==> src/rtl/sram_ctrl.sv <==
// Access sequencer for the SRAM macro: accepts one read or write at a time and
// produces registered, timed write-data, wordline, precharge and sense strobes.
module sram_ctrl #(
    parameter int ROWS       = 2,
    parameter int COLS       = 8,
    parameter int PRE_CYCLES = 2,
    parameter int WR_CYCLES  = 10,
    parameter int RD_CYCLES  = 10,
    parameter int GAP_CYCLES = 2,
    localparam int ADDR_W    = (ROWS > 1) ? $clog2(ROWS) : 1
) (
    input  logic              clk,
    input  logic              rst,
    input  logic              req,
    input  logic              we,
    input  logic [ADDR_W-1:0] addr,
    input  logic [COLS-1:0]   wdata,
    output logic              ready,
    output logic              wdone,
    output logic              rvalid,
    output logic              err,
    output logic [COLS-1:0]   rdata,
    output logic [COLS-1:0]   data,
    output logic [ROWS-1:0]   row_wr,
    output logic [ROWS-1:0]   row_rd,
    output logic              pre_en,
    output logic              sa_en,
    input  logic [COLS-1:0]   sa_out
);

    localparam int MAX_PW = (PRE_CYCLES > WR_CYCLES) ? PRE_CYCLES : WR_CYCLES;
    localparam int MAX_RG = (RD_CYCLES > GAP_CYCLES) ? RD_CYCLES : GAP_CYCLES;
    localparam int MAX_C  = (MAX_PW > MAX_RG) ? MAX_PW : MAX_RG;
    localparam int CNT_W  = $clog2(MAX_C) + 1;

    typedef enum logic [2:0] {
        IDLE, SETUP, WR, PRE, RD, GAP, DONE, ERR
    } state_t;

    state_t              state_q, state_d;
    logic [CNT_W-1:0]    cnt_q, cnt_d;
    logic [ADDR_W-1:0]   addr_q, addr_d;
    logic                we_q, we_d;
    logic [COLS-1:0]     data_q, data_d;
    logic [COLS-1:0]     rdata_q, rdata_d;
    logic                ready_q, ready_d;
    logic                wdone_q, wdone_d;
    logic                rvalid_q, rvalid_d;
    logic                err_q, err_d;
    logic [ROWS-1:0]     row_wr_q, row_wr_d;
    logic [ROWS-1:0]     row_rd_q, row_rd_d;
    logic                pre_en_q, pre_en_d;
    logic                sa_en_q, sa_en_d;
    logic [ROWS-1:0]     row_sel;
    logic                addr_oob;

    assign addr_oob = ({1'b0, addr} >= (ADDR_W + 1)'(ROWS));

    // Wordline decode of the latched (next-cycle) address.
    for (genvar gi = 0; gi < ROWS; gi++) begin : g_row
        assign row_sel[gi] = (addr_d == ADDR_W'(gi));
    end

    always_comb begin
        state_d = state_q;
        cnt_d   = cnt_q;
        addr_d  = addr_q;
        we_d    = we_q;
        data_d  = data_q;
        rdata_d = rdata_q;

        unique case (state_q)
            IDLE: begin
                if (req) begin
                    addr_d = addr;
                    we_d   = we;
                    cnt_d  = '0;
                    if (addr_oob) begin
                        state_d = ERR;
                    end else if (we) begin
                        state_d = SETUP;
                        data_d  = wdata;
                    end else begin
                        state_d = PRE;
                    end
                end
            end
            SETUP: begin
                state_d = WR;
                cnt_d   = '0;
            end
            WR: begin
                if (cnt_q == CNT_W'(WR_CYCLES - 1)) begin
                    state_d = GAP;
                    cnt_d   = '0;
                end else begin
                    cnt_d = cnt_q + CNT_W'(1);
                end
            end
            PRE: begin
                if (cnt_q == CNT_W'(PRE_CYCLES - 1)) begin
                    state_d = RD;
                    cnt_d   = '0;
                end else begin
                    cnt_d = cnt_q + CNT_W'(1);
                end
            end
            RD: begin
                if (cnt_q == CNT_W'(RD_CYCLES - 1)) begin
                    // Last cycle of the read pulse: sa_en is high now, capture the result.
                    state_d = GAP;
                    cnt_d   = '0;
                    rdata_d = sa_out;
                end else begin
                    cnt_d = cnt_q + CNT_W'(1);
                end
            end
            GAP: begin
                if (cnt_q == CNT_W'(GAP_CYCLES - 1)) begin
                    state_d = DONE;
                    cnt_d   = '0;
                end else begin
                    cnt_d = cnt_q + CNT_W'(1);
                end
            end
            DONE:    state_d = IDLE;
            ERR:     state_d = IDLE;
            default: state_d = IDLE;
        endcase

        // Outputs are registered, so they are decoded from the state being entered.
        ready_d  = (state_d == IDLE);
        wdone_d  = (state_d == DONE) && we_d;
        rvalid_d = (state_d == DONE) && !we_d;
        err_d    = (state_d == ERR);
        row_wr_d = (state_d == WR) ? row_sel : '0;
        row_rd_d = (state_d == RD) ? row_sel : '0;
        pre_en_d = (state_d == PRE);
        sa_en_d  = (state_d == RD) && (cnt_d == CNT_W'(RD_CYCLES - 1));
    end

    always_ff @(posedge clk) begin
        if (rst) begin
            state_q  <= IDLE;
            cnt_q    <= '0;
            addr_q   <= '0;
            we_q     <= 1'b0;
            data_q   <= '0;
            rdata_q  <= '0;
            ready_q  <= 1'b1;
            wdone_q  <= 1'b0;
            rvalid_q <= 1'b0;
            err_q    <= 1'b0;
            row_wr_q <= '0;
            row_rd_q <= '0;
            pre_en_q <= 1'b0;
            sa_en_q  <= 1'b0;
        end else begin
            state_q  <= state_d;
            cnt_q    <= cnt_d;
            addr_q   <= addr_d;
            we_q     <= we_d;
            data_q   <= data_d;
            rdata_q  <= rdata_d;
            ready_q  <= ready_d;
            wdone_q  <= wdone_d;
            rvalid_q <= rvalid_d;
            err_q    <= err_d;
            row_wr_q <= row_wr_d;
            row_rd_q <= row_rd_d;
            pre_en_q <= pre_en_d;
            sa_en_q  <= sa_en_d;
        end
    end

    assign ready  = ready_q;
    assign wdone  = wdone_q;
    assign rvalid = rvalid_q;
    assign err    = err_q;
    assign rdata  = rdata_q;
    assign data   = data_q;
    assign row_wr = row_wr_q;
    assign row_rd = row_rd_q;
    assign pre_en = pre_en_q;
    assign sa_en  = sa_en_q;

endmodule

==> config.mk <==
export PLATFORM = sky130hd
export DESIGN_NAME = sram_ctrl
export DESIGN_NICKNAME = d
export VERILOG_FILES = /design/src/rtl/sram_ctrl.sv
export SDC_FILE = /design/constraint.sdc
export NUM_CORES = 1
export LEC_CHECK = 0
export CAP_MARGIN = 30
export CORE_MARGIN = 4
export CORE_UTILIZATION = 41
export DETAILED_ROUTE_END_ITERATION = 8
export PLACE_DENSITY = 0.74
export SLEW_MARGIN = 20
export SYNTH_ARGS = -nofsm -noshare
export SYNTH_HDL_FRONTEND = slang
export SYNTH_SLANG_ARGS = --single-unit
==> constraint.sdc <==
create_clock -name clk -period 1.7 [get_ports clk]
set_clock_uncertainty 0.05 [all_clocks]
set_input_delay 0.51 -clock clk [delete_from_list [all_inputs] [get_ports clk]]
set_output_delay 0.51 -clock clk [all_outputs]
set_load 0.005 [all_outputs]
==> results of run 1 <==
## worst paths after layout
check	to
max	sa_en
min	rdata[0]
min reg2reg	rdata[0]
max reg2reg	sa_en
## flip-flops by register name, summed over array words and instances (netlist names)
register	count
data	8
rdata	8
cnt_q	5
state_q	3
row_rd	2
row_wr	2
addr_q	1
err	1
pre_en	1
ready	1
rvalid	1
sa_en	1
wdone	1
we_q	1
## layer usage
layer,vias to the layer above,global-route usage,part of all wire
met5,-,0,0
met4,0,0.0438,0.0094
met3,5,0.0616,0.054
met2,32,0.318,0.49
met1,630,0.217,0.44
li1,671,-,-
## layout make-up
cell class | instances | area, sq um
clock buffer | 7 | 86.3
clock inverter | 1 | 7.51
fill | 278 | 1090
inverter | 4 | 15.0
multi-input combinational | 105 | 811
sequential | 36 | 728
tap | 46 | 57.6
timing repair buffer | 72 | 677
## synth_stat cells (all sizes together), types with 2 or more instances
library cell / count / area, sq um
and2b: 2 / 16.3
a21oi: 7 / 35.0
mux2i: 18 / 180
buf: 4 / 26.3
and2: 2 / 13.8
ha: 2 / 25.0
dfxtp: 36 / 721
nand3: 4 / 20.0
nor3b: 3 / 27.5
nor2: 25 / 93.8
clkbuf: 4 / 25.0
o21ai: 4 / 23.8
inv: 4 / 15.0
a211oi: 3 / 27.5
xnor2: 2 / 17.5
nor4: 3 / 25.0
nor2b: 2 / 12.5
xor2: 2 / 25.0
o21bai: 2 / 15.0
nor3: 5 / 36.3
nand2: 3 / 11.3
nand2b: 3 / 18.8
## cell families after synthesis
family / Yosys count / synth area share
simple gates: 56 / 0.203
flops: 36 / 0.474
compound gates: 24 / 0.114
mux: 18 / 0.119
buf+inv: 12 / 0.0436
xor+xnor: 4 / 0.0280
fa+ha+maj: 2 / 0.0165
other cells: 1 / 0.00247
## where the power goes
part | leakage [nW] | internal [mW] | switching (mW)
registers | 0.295 | 0.874 | 0.0260
clock network | 0.0445 | 0.329 | 0.303
logic | 0.808 | 0.181 | 0.136
total | 1.15 | 1.38 | 0.465
## metrics by stage
step	hold slack (ps)	setup slack, ps
after global routing	475	-176
after CTS	453	-143
final	444	-103
after floorplan	433	-44.0
after global placement	422	-350
after detailed placement	441	-498
## tightest hold or removal path, stage by stage, from the launching register on
cell and delay (ps):
dfxtp_1 320, mux2i_1 60, nor2_1 80
## what timing repair did
action | 4_1_cts | 5_1_grt
buffers inserted | 0 | 1
pin swaps | 6 | 7
gates resized for setup | 21 | 18
endpoints found under the setup margin | 27 | 27
==> impl_results.md, run 1 <==
- Status: finished, violations left
- Violations in the final reports: setup timing
- Total Power: 1.85 mW
- Clock buffer depth: 2
- Synth Cell Area: 1520 sq um
- CTS Hold Buffers Added: 0
- GP Congestion: 0.851
- Commonest non-fill, non-tap cell in the layout: dfxtp_1
- Peak supply drop: 0.763 mV
- Synthesized area per cell: 9.93 sq um
- Fin cells: 271
- Hold path cells: 2
- Crit Path Class: flip-flop to flip-flop
- Core Region: 3470 sq um
- Layout cells sized above 1: 0.280
- ANT cells: 0
- Max-Cap Viols: 0
- Crit share post-route: 1.06
- Clock slew at reported path FFs: 70 ps
- Worst setup SP type: flip-flop
- First-pass GRT wire length: 6.48 mm
- Post-place instance area: 2190 sq um
- Layout Nets: 247
- Synth async-reset ratio: 0
- Sink Count: 36
- Final worst slack: -103 ps
- Worst Setup SP: cnt_q[1]
- CTS tree: built
- DR vias/cell: 4.94
- Final Util: 0.687
- Count of final hold-check violations: 0
- Initial Util: 0.438
- Peak Freq: 555 MHz
- Worst setup EP type: flip-flop
- Global-route usage over all layers: 0.183
- DR pass1 iterations: 4
- Final slew viol count: 0
- Post-synth EDFFs: 0
- Setup TNS: -936 ps
- Post-synthesis net count: 176
- Die Y: 68.9 um
- R2R Path Start: cnt_q[1]
- Gr ovfl total: 0
- CTS root buf: clkbuf_8
- Final routed DRC violation total: 0
- RSZ-0062 raised after global routing: true
- CTS H-Tree Depth: 2
- Routed vias: 1338
- Worst path buffer plus inverter count: 1
- Placed cells: 262
- Critical path depth in cells: 7
- Commonest non-fill, non-tap cells in the layout: 30 x dfxtp_1, 29 x clkdlybuf4s50_1, 25 x buf_4
- 1st-iter DRT viols: 74
- HP Start: rdata[0]
- Min cycle time layout: 1800 ps
- CP delay by family, top: compound AO/OA/AOI/OAI gates
- Vias in the first global route: 1386
- Die W: 68.9 um
- Cell Pwr Density: 776 nW/um^2
- Synth-to-layout area growth: 56.8%
- Warnings, synthesis: 0
- Final ANT Viol Nets: 0
- Setup violators final: 14
- Worst Hold Class: flip-flop to flip-flop
- Critical path's slowest cell: or3b_4
- Synth Flop Type: dfxtp_1
- Row count: 21
- Crit-path cells: inv_2 > ha_4 > or3b_4 > o2111a_1 > a211oi_2 > a2111oi_2 > and3_1
- Worst path max stage delay: 410 ps
- R2r setup slk: -100 ps
- WL/cell: 14.1 um
- Initial antenna violation count: 0
- Syn Inst Count: 153
- Register area share after synthesis: 0.474
- Inserted Clock Buffers: 5
- Crit-path max FO: 5
- Worst Reg2Reg Path Length in Cells: 7
- Die ar.: 4740 sq um
- Design area: 2380 sq um
- Port-buffer cells: 46
- Critical Path RT: 1830 ps
- Final WL: 3.83 mm
- Netlist cell types: 45
- Clk Latency, worst-skew pair: 280 ps
- Io pins: 47
- Seq cells post-synth: 36
- DP HPWL: 2.95 mm
- Arr. time, crit path: 1940 ps
- LEAKAGE: 1.15 nW
- Largest net degree at the start of global routing: 15
Note: power is estimated with default switching activity, not from simulation.
==> inputs of run 2 (changes only) <==
--- a/config.mk
+++ b/config.mk
@@ -7,9 +7,9 @@
 export LEC_CHECK = 0
 export CAP_MARGIN = 30
 export CORE_MARGIN = 4
-export CORE_UTILIZATION = 41
+export CORE_UTILIZATION = 38
 export DETAILED_ROUTE_END_ITERATION = 8
-export PLACE_DENSITY = 0.74
+export PLACE_DENSITY = 0.7
 export SLEW_MARGIN = 20
 export SYNTH_ARGS = -nofsm -noshare
 export SYNTH_HDL_FRONTEND = slang
==> impl_results.md, run 2 (synthesized netlist as in run 1, its figures left out) <==
- Status: finished, violations left
- Violations in the final reports: setup timing
- Post-CTS setup buffers: 0 (unchanged)
- ANT cells: 0 (unchanged)
- Crit-path max FO: 3 (-2)
- CTS Hold Buffers Added: 0 (unchanged)
- CTS H-Tree Depth: 2 (unchanged)
- Final routed DRC violation total: 0 (unchanged)
- RSZ-0062 raised after global routing: true
- Count of final hold-check violations: 0 (unchanged)
- Largest net degree at the start of global routing: 17 (+2)
- Arr. time, crit path: 2010 ps (+70 ps)
- Global-route usage over all layers: 0.164 (-0.0195)
- Total Power: 1.97 mW (+6.7%)
- Commonest non-fill, non-tap cell in the layout: dfxtp_1
- Min Hold Slack: 438 ps (-6.11 ps)
- Clock slew at reported path FFs: 70 ps (about the same)
- GP Congestion: 0.857 (+0.78%)
- Initial Util: 0.403 (-0.0352)
- Worst Hold Class: flip-flop to flip-flop
- Io pins: 47 (unchanged)
- Critical path depth in cells: 6 (-1)
- Die W: 71.2 um (+3.4%)
- Setup violators final: 16 (+2)
- WL/cell: 14.7 um (+4.4%)
- Hold path cells: 2 (unchanged)
- Row count: 22 (+4.8%)
- Crit-path cells: clkdlybuf4s50_1 > nand2b_1 > a21oi_1 > o211ai_1 > nor3b_4 > and3_1
- Clock buffer depth: 2 (unchanged)
- Routed vias: 1371 (+2.5%)
- Worst setup EP type: flip-flop
- Critical path's slowest cell: clkdlybuf4s50_1
- Core Region: 3770 sq um (+8.7%)
- DR vias/cell: 5.06 (+2.5%)
- First-pass GRT wire length: 6.62 mm (+2.1%)
- Fin cells: 271 (unchanged)
- Layout Nets: 245 (-0.81%)
- CP delay by family, top: simple AND/OR/NAND/NOR gates
- Final ANT Viol Nets: 0 (unchanged)
- CTS root buf: clkbuf_8
- LEAKAGE: 1.23 nW (+7.0%)
- Min cycle time layout: 1830 ps (+25.5 ps)
- Peak Freq: 547 MHz (-1.4%)
- Sink Count: 36 (unchanged)
- Final WL: 4.00 mm (+4.4%)
- Vias in the first global route: 1421 (+2.5%)
- Peak supply drop: 0.534 mV (-30%)
- Setup WS pre-CTS: -400 ps (+97.9 ps)
- Crit share post-route: 1.08 (+0.0150)
- 1st-iter DRT viols: 94 (+27%)
- Layout cells sized above 1: 0.296 (+0.0160)
- CTS tree: built
- Post-place instance area: 2180 sq um (-0.23%)
- Crit Path Class: input port to flip-flop
- Setup TNS: -1310 ps (-372 ps)
- Inserted Clock Buffers: 5 (unchanged)
- Die ar.: 5070 sq um (+7.0%)
- DP HPWL: 2.85 mm (-3.6%)
- Commonest non-fill, non-tap cells in the layout: 28 x dfxtp_1, 27 x clkdlybuf4s50_1, 24 x nor2_1
- Clk Latency, worst-skew pair: 290 ps (about the same)
- Worst Reg2Reg Path Length in Cells: 7 (unchanged)
- Worst path buffer plus inverter count: 1 (unchanged)
- Gr ovfl total: 0 (unchanged)
- Final Util: 0.645 (-0.0419)
- Initial antenna violation count: 0 (unchanged)
- Max-Cap Viols: 0 (unchanged)
- Critical Path RT: 1880 ps (+50 ps)
- Final slew viol count: 0 (unchanged)
- Cell Pwr Density: 811 nW/um^2 (+4.5%)
- Die Y: 71.2 um (+3.4%)
- Synth-to-layout area growth: 60.1%
- DR pass1 iterations: 4 (unchanged)
- Worst setup SP type: input port
- Worst path max stage delay: 510 ps (+100 ps)
- Placed cells: 263 (+0.38%)
- Port-buffer cells: 46 (unchanged)
- Design area: 2430 sq um (+2.1%)
- Final worst slack: -129 ps (-25.5 ps)
run 2: cell count changes in the layout (fill, tap and decap cells not counted), sizes merged:
cell / change
dlymetal6s2s: +5
dlygate4sd2: -3
buf: -2
clkdlybuf4s50: -2
bufinv: +1
clkbuf: -1
clkinv: +1
clkinvlp: -1
run 2: path summary, 6_finish.rpt:
check	start	end	slack [ps]
setup / recovery	we	sa_en	-130
hold / removal	data[0]	data[0]	440
setup reg to reg	cnt_q[1]	sa_en	-120
hold reg to reg	data[0]	data[0]	440
run 2: timing repair:
item | 4_1_cts | 5_1_grt
pin swaps | 8 | 5
setup endpoints to repair | 25 | 33
gates resized for setup | 26 | 26
run 2: cell type report:
type                    count  area, sq um
repair buffers             70          689
well taps                  48         60.1
inverters                   4         15.0
fillers                   304         1340
clock buffers               6         72.6
multi-input cells         105          830
clock inverters             2         35.0
flip-flops and latches     36          731
run 2: worst reg2reg max path: cells and delay by family (launching register included):
family / cells / cell delay (ps)
AO/OA/AOI/OAI: 3 / 540
adder cells (fa/ha/maj): 1 / 120
buffers and inverters: 1 / 60
flip-flops: 1 / 330
AND/OR/NAND/NOR: 2 / 600
run 2: power by group:
part / internal (mW) / total (mW) / switching [mW]
Clock: 0.435 / 0.738 / 0.303
Sequential: 0.874 / 0.901 / 0.0269
Combinational: 0.189 / 0.335 / 0.145
run 2: per-layer routing:
layer  up-vias  global-route usage  routed length, um
li1        670                   -                  -
met1       647               0.198               1660
met2        46               0.273               2040
met3         8              0.0519                237
met4         0              0.0564                 52
met5         -                   0                  0
